<file path="config.mk">
export PLATFORM = sky130hd
export DESIGN_NAME = apb_slave_mem
export DESIGN_NICKNAME = d
export VERILOG_FILES = /design/src/rtl/apb_slave_mem.sv
export SDC_FILE = /design/constraint.sdc
export NUM_CORES = 1
export LEC_CHECK = 0
export BUFFER_PORTS_ARGS = -buffer_cell sky130_fd_sc_hd__clkbuf_2
export CAP_MARGIN = 20
export CORE_MARGIN = 2
export CORE_UTILIZATION = 60
export DETAILED_ROUTE_END_ITERATION = 10
export GPL_TIMING_DRIVEN = 0
export PLACE_DENSITY = 0.77
export SYNTH_ARGS = -nofsm -noshare
export SYNTH_HDL_FRONTEND = slang
export SYNTH_SLANG_ARGS = --single-unit
</file>
<file path="constraint.sdc">
create_clock -name i_clk_apb -period 44.8 [get_ports i_clk_apb]
set_input_delay 4.48 -clock i_clk_apb [delete_from_list [all_inputs] [get_ports i_clk_apb]]
set_output_delay 4.48 -clock i_clk_apb [all_outputs]
set_load 0.02 [all_outputs]
</file>
<file path="src/rtl/apb_slave_mem.sv">
// APB3 completer backed by a word-addressed register-file memory.
// Every access phase lasts WAIT_CYCLES+1 cycles; bad addresses complete with o_pslverr.
module apb_slave_mem #(
  parameter int DATA_WIDTH  = 32,
  parameter int ADDR_WIDTH  = 32,
  parameter int MEM_DEPTH   = 16,
  parameter int WAIT_CYCLES = 2
) (
  input  logic                  i_clk_apb,
  input  logic                  i_rst_apb,
  input  logic                  i_psel,
  input  logic                  i_penable,
  input  logic                  i_pwrite,
  input  logic [ADDR_WIDTH-1:0] i_paddr,
  input  logic [DATA_WIDTH-1:0] i_pwdata,
  output logic [DATA_WIDTH-1:0] o_prdata,
  output logic                  o_pready,
  output logic                  o_pslverr
);

  localparam int                  IDX_W     = $clog2(MEM_DEPTH);
  localparam logic [ADDR_WIDTH-1:0] MEM_BYTES = ADDR_WIDTH'(MEM_DEPTH * 4);

  typedef enum logic {
    S_IDLE,
    S_ACCESS
  } state_t;

  state_t                r_state;
  logic [3:0]            r_cnt;
  logic                  r_pwrite;
  logic                  r_err;
  logic [IDX_W-1:0]      r_idx;
  logic [DATA_WIDTH-1:0] r_pwdata;
  logic [DATA_WIDTH-1:0] r_mem [MEM_DEPTH];

  logic             w_setup;
  logic             w_xfer;
  logic             w_done;
  logic             w_commit;
  logic             w_err;
  logic [IDX_W-1:0] w_idx;

  assign w_setup  = i_psel & ~i_penable;
  assign w_xfer   = i_psel & i_penable;
  assign w_idx    = i_paddr[IDX_W+1:2];
  assign w_err    = (i_paddr[1:0] != 2'b00) | (i_paddr >= MEM_BYTES);

  // Completion is decoded from state only, so o_pready has no path from the bus inputs.
  assign w_done   = (r_state == S_ACCESS) && (r_cnt == 4'd0);
  assign w_commit = w_done & w_xfer & r_pwrite & ~r_err;

  assign o_pready  = w_done;
  assign o_pslverr = w_done & r_err;

  // NOTE: sequential state uses non-blocking assignments so every register samples pre-edge values.
  always_ff @(posedge i_clk_apb or posedge i_rst_apb) begin
    if (i_rst_apb) begin
      r_state  <= S_IDLE;
      r_cnt    <= 4'd0;
      r_pwrite <= 1'b0;
      r_err    <= 1'b0;
      r_idx    <= '0;
      r_pwdata <= '0;
      o_prdata <= '0;
    end else begin
      case (r_state)
        S_IDLE: begin
          if (w_setup) begin
            r_pwrite <= i_pwrite;
            r_err    <= w_err;
            r_idx    <= w_idx;
            r_pwdata <= i_pwdata;
            r_cnt    <= 4'(WAIT_CYCLES);
            r_state  <= S_ACCESS;
            if (!i_pwrite) o_prdata <= w_err ? '0 : r_mem[w_idx];
          end
        end
        S_ACCESS: begin
          // A dropped psel/penable aborts the transfer; it is never a new setup.
          if (!w_xfer)              r_state <= S_IDLE;
          else if (r_cnt != 4'd0)   r_cnt   <= r_cnt - 4'd1;
          else                      r_state <= S_IDLE;
        end
        default: r_state <= S_IDLE;
      endcase
    end
  end

  // NOTE: the memory is cleared by reset, so it must stay in flops rather than map to a RAM macro.
  always_ff @(posedge i_clk_apb or posedge i_rst_apb) begin
    if (i_rst_apb) begin
      for (int i = 0; i < MEM_DEPTH; i++) r_mem[i] <= '0;
    end else if (w_commit) begin
      r_mem[r_idx] <= r_pwdata;
    end
  end

endmodule

</file>
==> results of run 1 <==
-- placed cells by master (no fill, tap or decap), types with 6 or more instances in the layout --
master and instances:
mux2i_1 160, mux2_1 63, nand4_1 34, o221a_2 32, clkbuf_8 13, a21oi_1 32
inv_1 34, o221ai_1 32, mux2_2 582, o22a_1 33, clkinv_2 14, buf_1 9
clkbuf_16 61, nand2b_1 6, buf_4 18, nand2_1 99, nor4_1 7, o211ai_1 32
clkbuf_2 100, dfrtp_1 587, buf_2 38, clkbuf_1 102, nor3_2 9
-- logic make-up (layout without fill, tap and decap cells) --
logic type	count (synthesis)	count (layout)	synth area share [%]
AND/OR/NAND/NOR	181	181	3.67
flip-flops	587	587	54.9
AO/OA/AOI/OAI	164	164	5.04
other	0	1	0
XOR/XNOR	2	2	0.0655
buffers and inverters	190	407	3.18
multiplexers	805	805	33.1
adder cells (fa/ha/maj)	1	1	0.0467
-- power by group --
| group | switching, µW | leakage [µW] | internal (µW) |
|---|---|---|---|
| registers | 15.1 | 0.00811 | 538 |
| clock network | 206 | 0.000961 | 288 |
| logic | 54.3 | 0.00623 | 21.9 |
| total | 276 | 0.0153 | 848 |
-- worst reg2reg max path: cells and delay by family, from the launching register on --
family,cells,cell delay [ns]
buf+inv,1,0.79
flops,1,0.42
simple gates,3,1.74
compound gates,1,0.33
-- state kept, by name (all words and copies together) (netlist names) --
signal,flops
r_pwrite,1
r_idx,4
o_prdata,32
r_err,1
r_state,1
r_pwdata,32
r_mem,512
r_cnt,4
-- path summary, 6_finish.rpt --
path	to	slack, ns	cells after the start
max in group asynchronous	r_mem[453]	38.74	5
worst min-delay path	r_mem[330]	0.48	1
worst max-delay path	o_prdata[6]	37.88	6
worst max register to register	o_prdata[6]	41.45	5
min in group asynchronous	r_mem[54]	4.02	2
worst min register to register	r_mem[330]	0.48	1
-- layer usage --
metal,global-route usage [%],part of all wire (%),vias up
met3,5.49,6.2,196
met4,15.6,5.0,0
met5,0,0,-
met2,50.0,47,574
li1,-,-,7380
met1,40.4,41,8888
-- Yosys cell counts (2+ instances only) --
cell type  instances
o22a_1            33
inv_1             35
nor3_2             9
nand4_1           34
nand2b_1           6
mux2_2           582
nor2_1             5
xor2_1             2
buf_4             18
dfrtp_1          587
nand3_1            3
buf_1              9
nor4_2             5
buf_6              3
a21oi_1           32
nand2_1           99
nor4_1             7
clkbuf_1          87
o211ai_1          32
nor2b_1            2
nor3_1             2
o221a_2           32
o221ai_1          32
mux2_1            63
buf_2             38
mux2i_1          160
-- area by class of cell --
type	count	area, µm²	area share, %
sequential	587	14700	48.8
multi-input combinational	1153	11200	37.3
clock buffer	89	1760	5.85
tap	592	741	2.46
buffer	155	719	2.39
timing repair buffer	107	652	2.16
clock inverter	21	190	0.631
inverter	35	139	0.461
antenna	1	2.50	0.00831
-- through the flow --
stage                     hold slack, ns  instances  setup WS (ns)  power, µW
after floorplan                    0.452       1930          23.89        604
after global placement             0.461       2622          18.59        633
after detailed placement           0.469       2627          37.43        637
after CTS                          0.482       2737          38.03       1130
after global routing               0.497       2740          37.93       1160
final                              0.480       2740          37.88       1120
==> results.toml, run 1 <==
[critical_path]
required_ns = 45.35
path_cells = "clkbuf_2, nor3b_2, nand4_1, nor3_1, clkbuf_1, o221a_2"
slowest_stage = "nor3_1"
setup.worst_path.start = "i_psel"
critical_path_class = "in -> reg"
cp_top_family = "simple AND/OR/NAND/NOR gates"
path_buf_inv = 2
arrival_ns = 7.47
worstPathMaxFanout = 10
worstSetupStartpointType = "input pin"
slowest_delay_ns = 1.03
r2r_start = "r_state"
worstSetupEndpointType = "flip-flop"

[timing]
setup_tns_ns = 0
worst_pin_slew_ns = 1.24
finalClockSkew_ns = 0.0102
fin_crit_sh_pct = 15.5
maxSlewHeadroom_pct = 16.9
slew_viol_final = 0
fin_crit_ns = 6.92
finalSetupViolCount = 0
fmax_ghz = 0.144
hold_viol = 0
rsz0062_at_grt = "no"

[floorplan]
die_h_um = 215
num_rows = 77
die_w_um = 215
die-area_um2 = 46300
core_area_um2 = 44100
io-pin-count = 103
initial_core_util_pct = 60.7

[routing]
drt_first_pass_iters = 5
viasPerCell = 6.22
drc = 0
postRouteAntennaNets = 0
wl_um = 70600
drt_iter0_drc = 1266
wl_per_cell_um = 25.8
via_count = 17000

[yosys]
async_flop_share_pct = 100
yosysSeqAreaShare_pct = 54.9
syn_nets = 2000
ys.warnings.count = 0
synth_edf_count = 0
syn_area_per_cell_um2 = 13.9
synth-seq-cells = 587
yosysTopAreaCellShare_pct = 54.9
synth_top_area_cell = "dfrtp_1"
syn_area_um2 = 26800
yosys.cell_types.count = 39
syn_inst = 1930
synth_area_leaders = "dfrtp_1 (55%), mux2_2 (24%), mux2i_1 (6.0%)"
ys.flop_type = "dfrtp_1"

[clock_network]
postCtsSetupBuffers = 0
postCtsHoldBufs = 0
cts_root_buffer = "clkbuf_16"
clkLatencyLatePin_ns = 0.62
clkTransAtPathRegs_ns = 0.06
cts_tree = "yes"
cts_htree_levels = 2
clock_path_buffers = 3
cts.repair.resized = 0
cts-buffers-inserted = 60
clock_sinks = 587

[pwr]
peakVddDrop_uv = 30.4
p_leak_uw = 0.0153
power_density_nw_per_um2 = 37.3

[placed_design]
placedInstanceArea_um2 = 28100
dp_hpwl_um = 45600
io_buffers = 100
gp_congestion = 0.873

[flow_run]
cap_violations = 0

[layout]
drive_gt1_share_pct = 41.7
final_nets = 2169
stdcell_area_um2 = 30100
fin_util_pct = 68.3
nFillCells = 3151
areaGrowthSynthToFinish_pct = 12.5

[hold_path]
hold_class = "reg -> reg"
holdCritStartpoint = "r_mem[330]"

[status]
status = "finished, final reports clean"

[global_route]
antenna_found_initial = 1
grt_overflow = 0
grt_max_degree = 131
grt_pass1_vias = 18500
grt_pass1_wl_um = 108000
grt_usage_pct = 30.9
(Power assumes the default switching activity.)
==> run 2: changes to the inputs <==
--- a/config.mk
+++ b/config.mk
@@ -8,10 +8,10 @@
 export BUFFER_PORTS_ARGS = -buffer_cell sky130_fd_sc_hd__clkbuf_2
 export CAP_MARGIN = 20
 export CORE_MARGIN = 2
-export CORE_UTILIZATION = 60
+export CORE_UTILIZATION = 56
 export DETAILED_ROUTE_END_ITERATION = 10
 export GPL_TIMING_DRIVEN = 0
-export PLACE_DENSITY = 0.77
+export PLACE_DENSITY = 0.75
 export SYNTH_ARGS = -nofsm -noshare
 export SYNTH_HDL_FRONTEND = slang
 export SYNTH_SLANG_ARGS = --single-unit
==> constraint.sdc (replaced) <==
create_clock -name i_clk_apb -period 6.1 [get_ports i_clk_apb]
set_input_delay 0.61 -clock i_clk_apb [delete_from_list [all_inputs] [get_ports i_clk_apb]]
set_output_delay 0.61 -clock i_clk_apb [all_outputs]
set_load 0.02 [all_outputs]
==> results.toml, run 2 (synthesized netlist as in run 1, its figures left out) <==
[critical_path]
worstSetupEndpointType = "flip-flop"
required_ns = 6.66
slowest_delay_ns = 0.86
arrival_ns = 3.73
critical_path_class = "reg -> reg"
cp_top_family = "simple AND/OR/NAND/NOR gates"
worst-r2r-setup-slack_ns = 2.92
path_cells = "nor3b_2, nand4_1, nor3_1, clkbuf_1, o221a_2"
worstSetupStartpointType = "flip-flop"
worstPathMaxFanout = 10
slowest_stage = "nor3_1"
path_buf_inv = 1

[layout]
fin_util_pct = 64.2
top_register = "r_mem"
final_nets = 2180
final_common_cell = "dfrtp_1"
nFillCells = 3545
areaGrowthSynthToFinish_pct = 13.9
antenna_cells = 0
largest_reg_flops = 512
multi_input_area_um2 = 11200
stdcell_area_um2 = 30500
final_cell_mix = "dfrtp_1 (587), mux2_2 (582), mux2i_1 (160), clkbuf_1 (101), clkbuf_2 (100)"
regArea_um2 = 14700
reg_top3 = "r_mem (512), o_prdata (32), r_pwdata (32)"
drive_gt1_share_pct = 42.1

[global_route]
grt_max_degree = 46
grt_usage_pct = 29.3
grt-busiest-layer = "met2"
grt_pass1_wl_um = 109000
grt_pass1_vias = 18300
grt_overflow = 0
gr-usage-met1_pct = 38.6
use_met2_pct = 47.4
grt_use_met3_pct = 5.21
antenna_found_initial = 0

[floorplan]
num_rows = 80
die_h_um = 223
die-area_um2 = 49600
core_area_um2 = 47400
io-pin-count = 103
die_w_um = 223
initial_core_util_pct = 56.4

[pwr]
p_leak_uw = 0.0155
peakVddDrop_uv = 219
power_density_nw_per_um2 = 278

[clock_network]
clock_path_buffers = 3
cts_root_buffer = "clkbuf_16"
cts.repair.resized = 0
clkLatencyLatePin_ns = 0.63
cts-buffers-inserted = 60
postCtsHoldBufs = 0
postCtsSetupBuffers = 0
clock_sinks = 587
clkTransAtPathRegs_ns = 0.06
cts_tree = "yes"
cts_htree_levels = 2

[routing]
via_count = 17200
wl_um = 71500
wl_per_cell_um = 25.7
drt_iter0_drc = 1213
drt_first_pass_iters = 5
drc = 0
viasPerCell = 6.18
postRouteAntennaNets = 0

[timing]
finalSetupViolCount = 0
rsz0062_at_grt = "no"
hold_ws_ns = 0.111
finalClockSkew_ns = 0.0151
setup_ws_ns = 2.92
worst_pin_slew_ns = 1.08
setup_tns_ns = 0
fin_crit_ns = 3.18
slew_viol_final = 0
maxSlewHeadroom_pct = 27.5
fin_crit_sh_pct = 52.1
fmax_ghz = 0.315
hold_viol = 0

[placed_design]
placedInstanceArea_um2 = 28400
post-place-ws_ns = 2.63
io_buffers = 100
gp_congestion = 0.846
dp_hpwl_um = 46900

[hold_path]
hold_class = "in -> async"

[status]
status = "finished, final reports clean"

[flow_run]
cap_violations = 0
[run 2: layout make-up]
type / count / share of cell area (%)
buffer: 155 / 2.36
timing repair buffer: 118 / 2.86
inverter: 35 / 0.443
multi-input combinational: 1153 / 36.8
clock buffer: 91 / 5.90
sequential: 587 / 48.2
clock inverter: 21 / 0.879
tap: 615 / 2.52
[run 2: metal layers]
layer / up-vias / wire length, µm
li1: 7417 / -
met1: 9019 / 29600
met2: 539 / 34100
met3: 188 / 4400
met4: 0 / 3330
met5: - / 0
[run 2: stage by stage]
stage               power [µW]  std cells
floorplan                 4440       1930
global placement          4650       2645
detailed placement        4700       2663
CTS                       8490       2775
global route              8700       2775
finish                    8460       2775
[run 2: report_power, final]
part	switching, µW	total, µW	internal [µW]
Clock	1540	3820	2280
Combinational	401	577	176
Sequential	110	4060	3950
[run 2: worst paths after layout]
check                        startpoint            to  cells past startpoint
setup / recovery                r_state  o_prdata[31]                      5
hold / removal                i_rst_apb    r_mem[174]                      2
setup reg to reg                r_state  o_prdata[31]                      5
hold reg to reg              r_mem[343]    r_mem[343]                      1
max in group asynchronous     i_rst_apb     r_mem[99]                      7
min in group i_clk_apb     i_pwdata[15]  r_pwdata[15]                      2
[run 2: worst register-to-register path: cells and delay by family, from the launching register on]
family,cells,cell delay [ns]
buffers and inverters,1,0.76
AO/OA/AOI/OAI,1,0.37
flip-flops,1,0.43
AND/OR/NAND/NOR,3,1.56
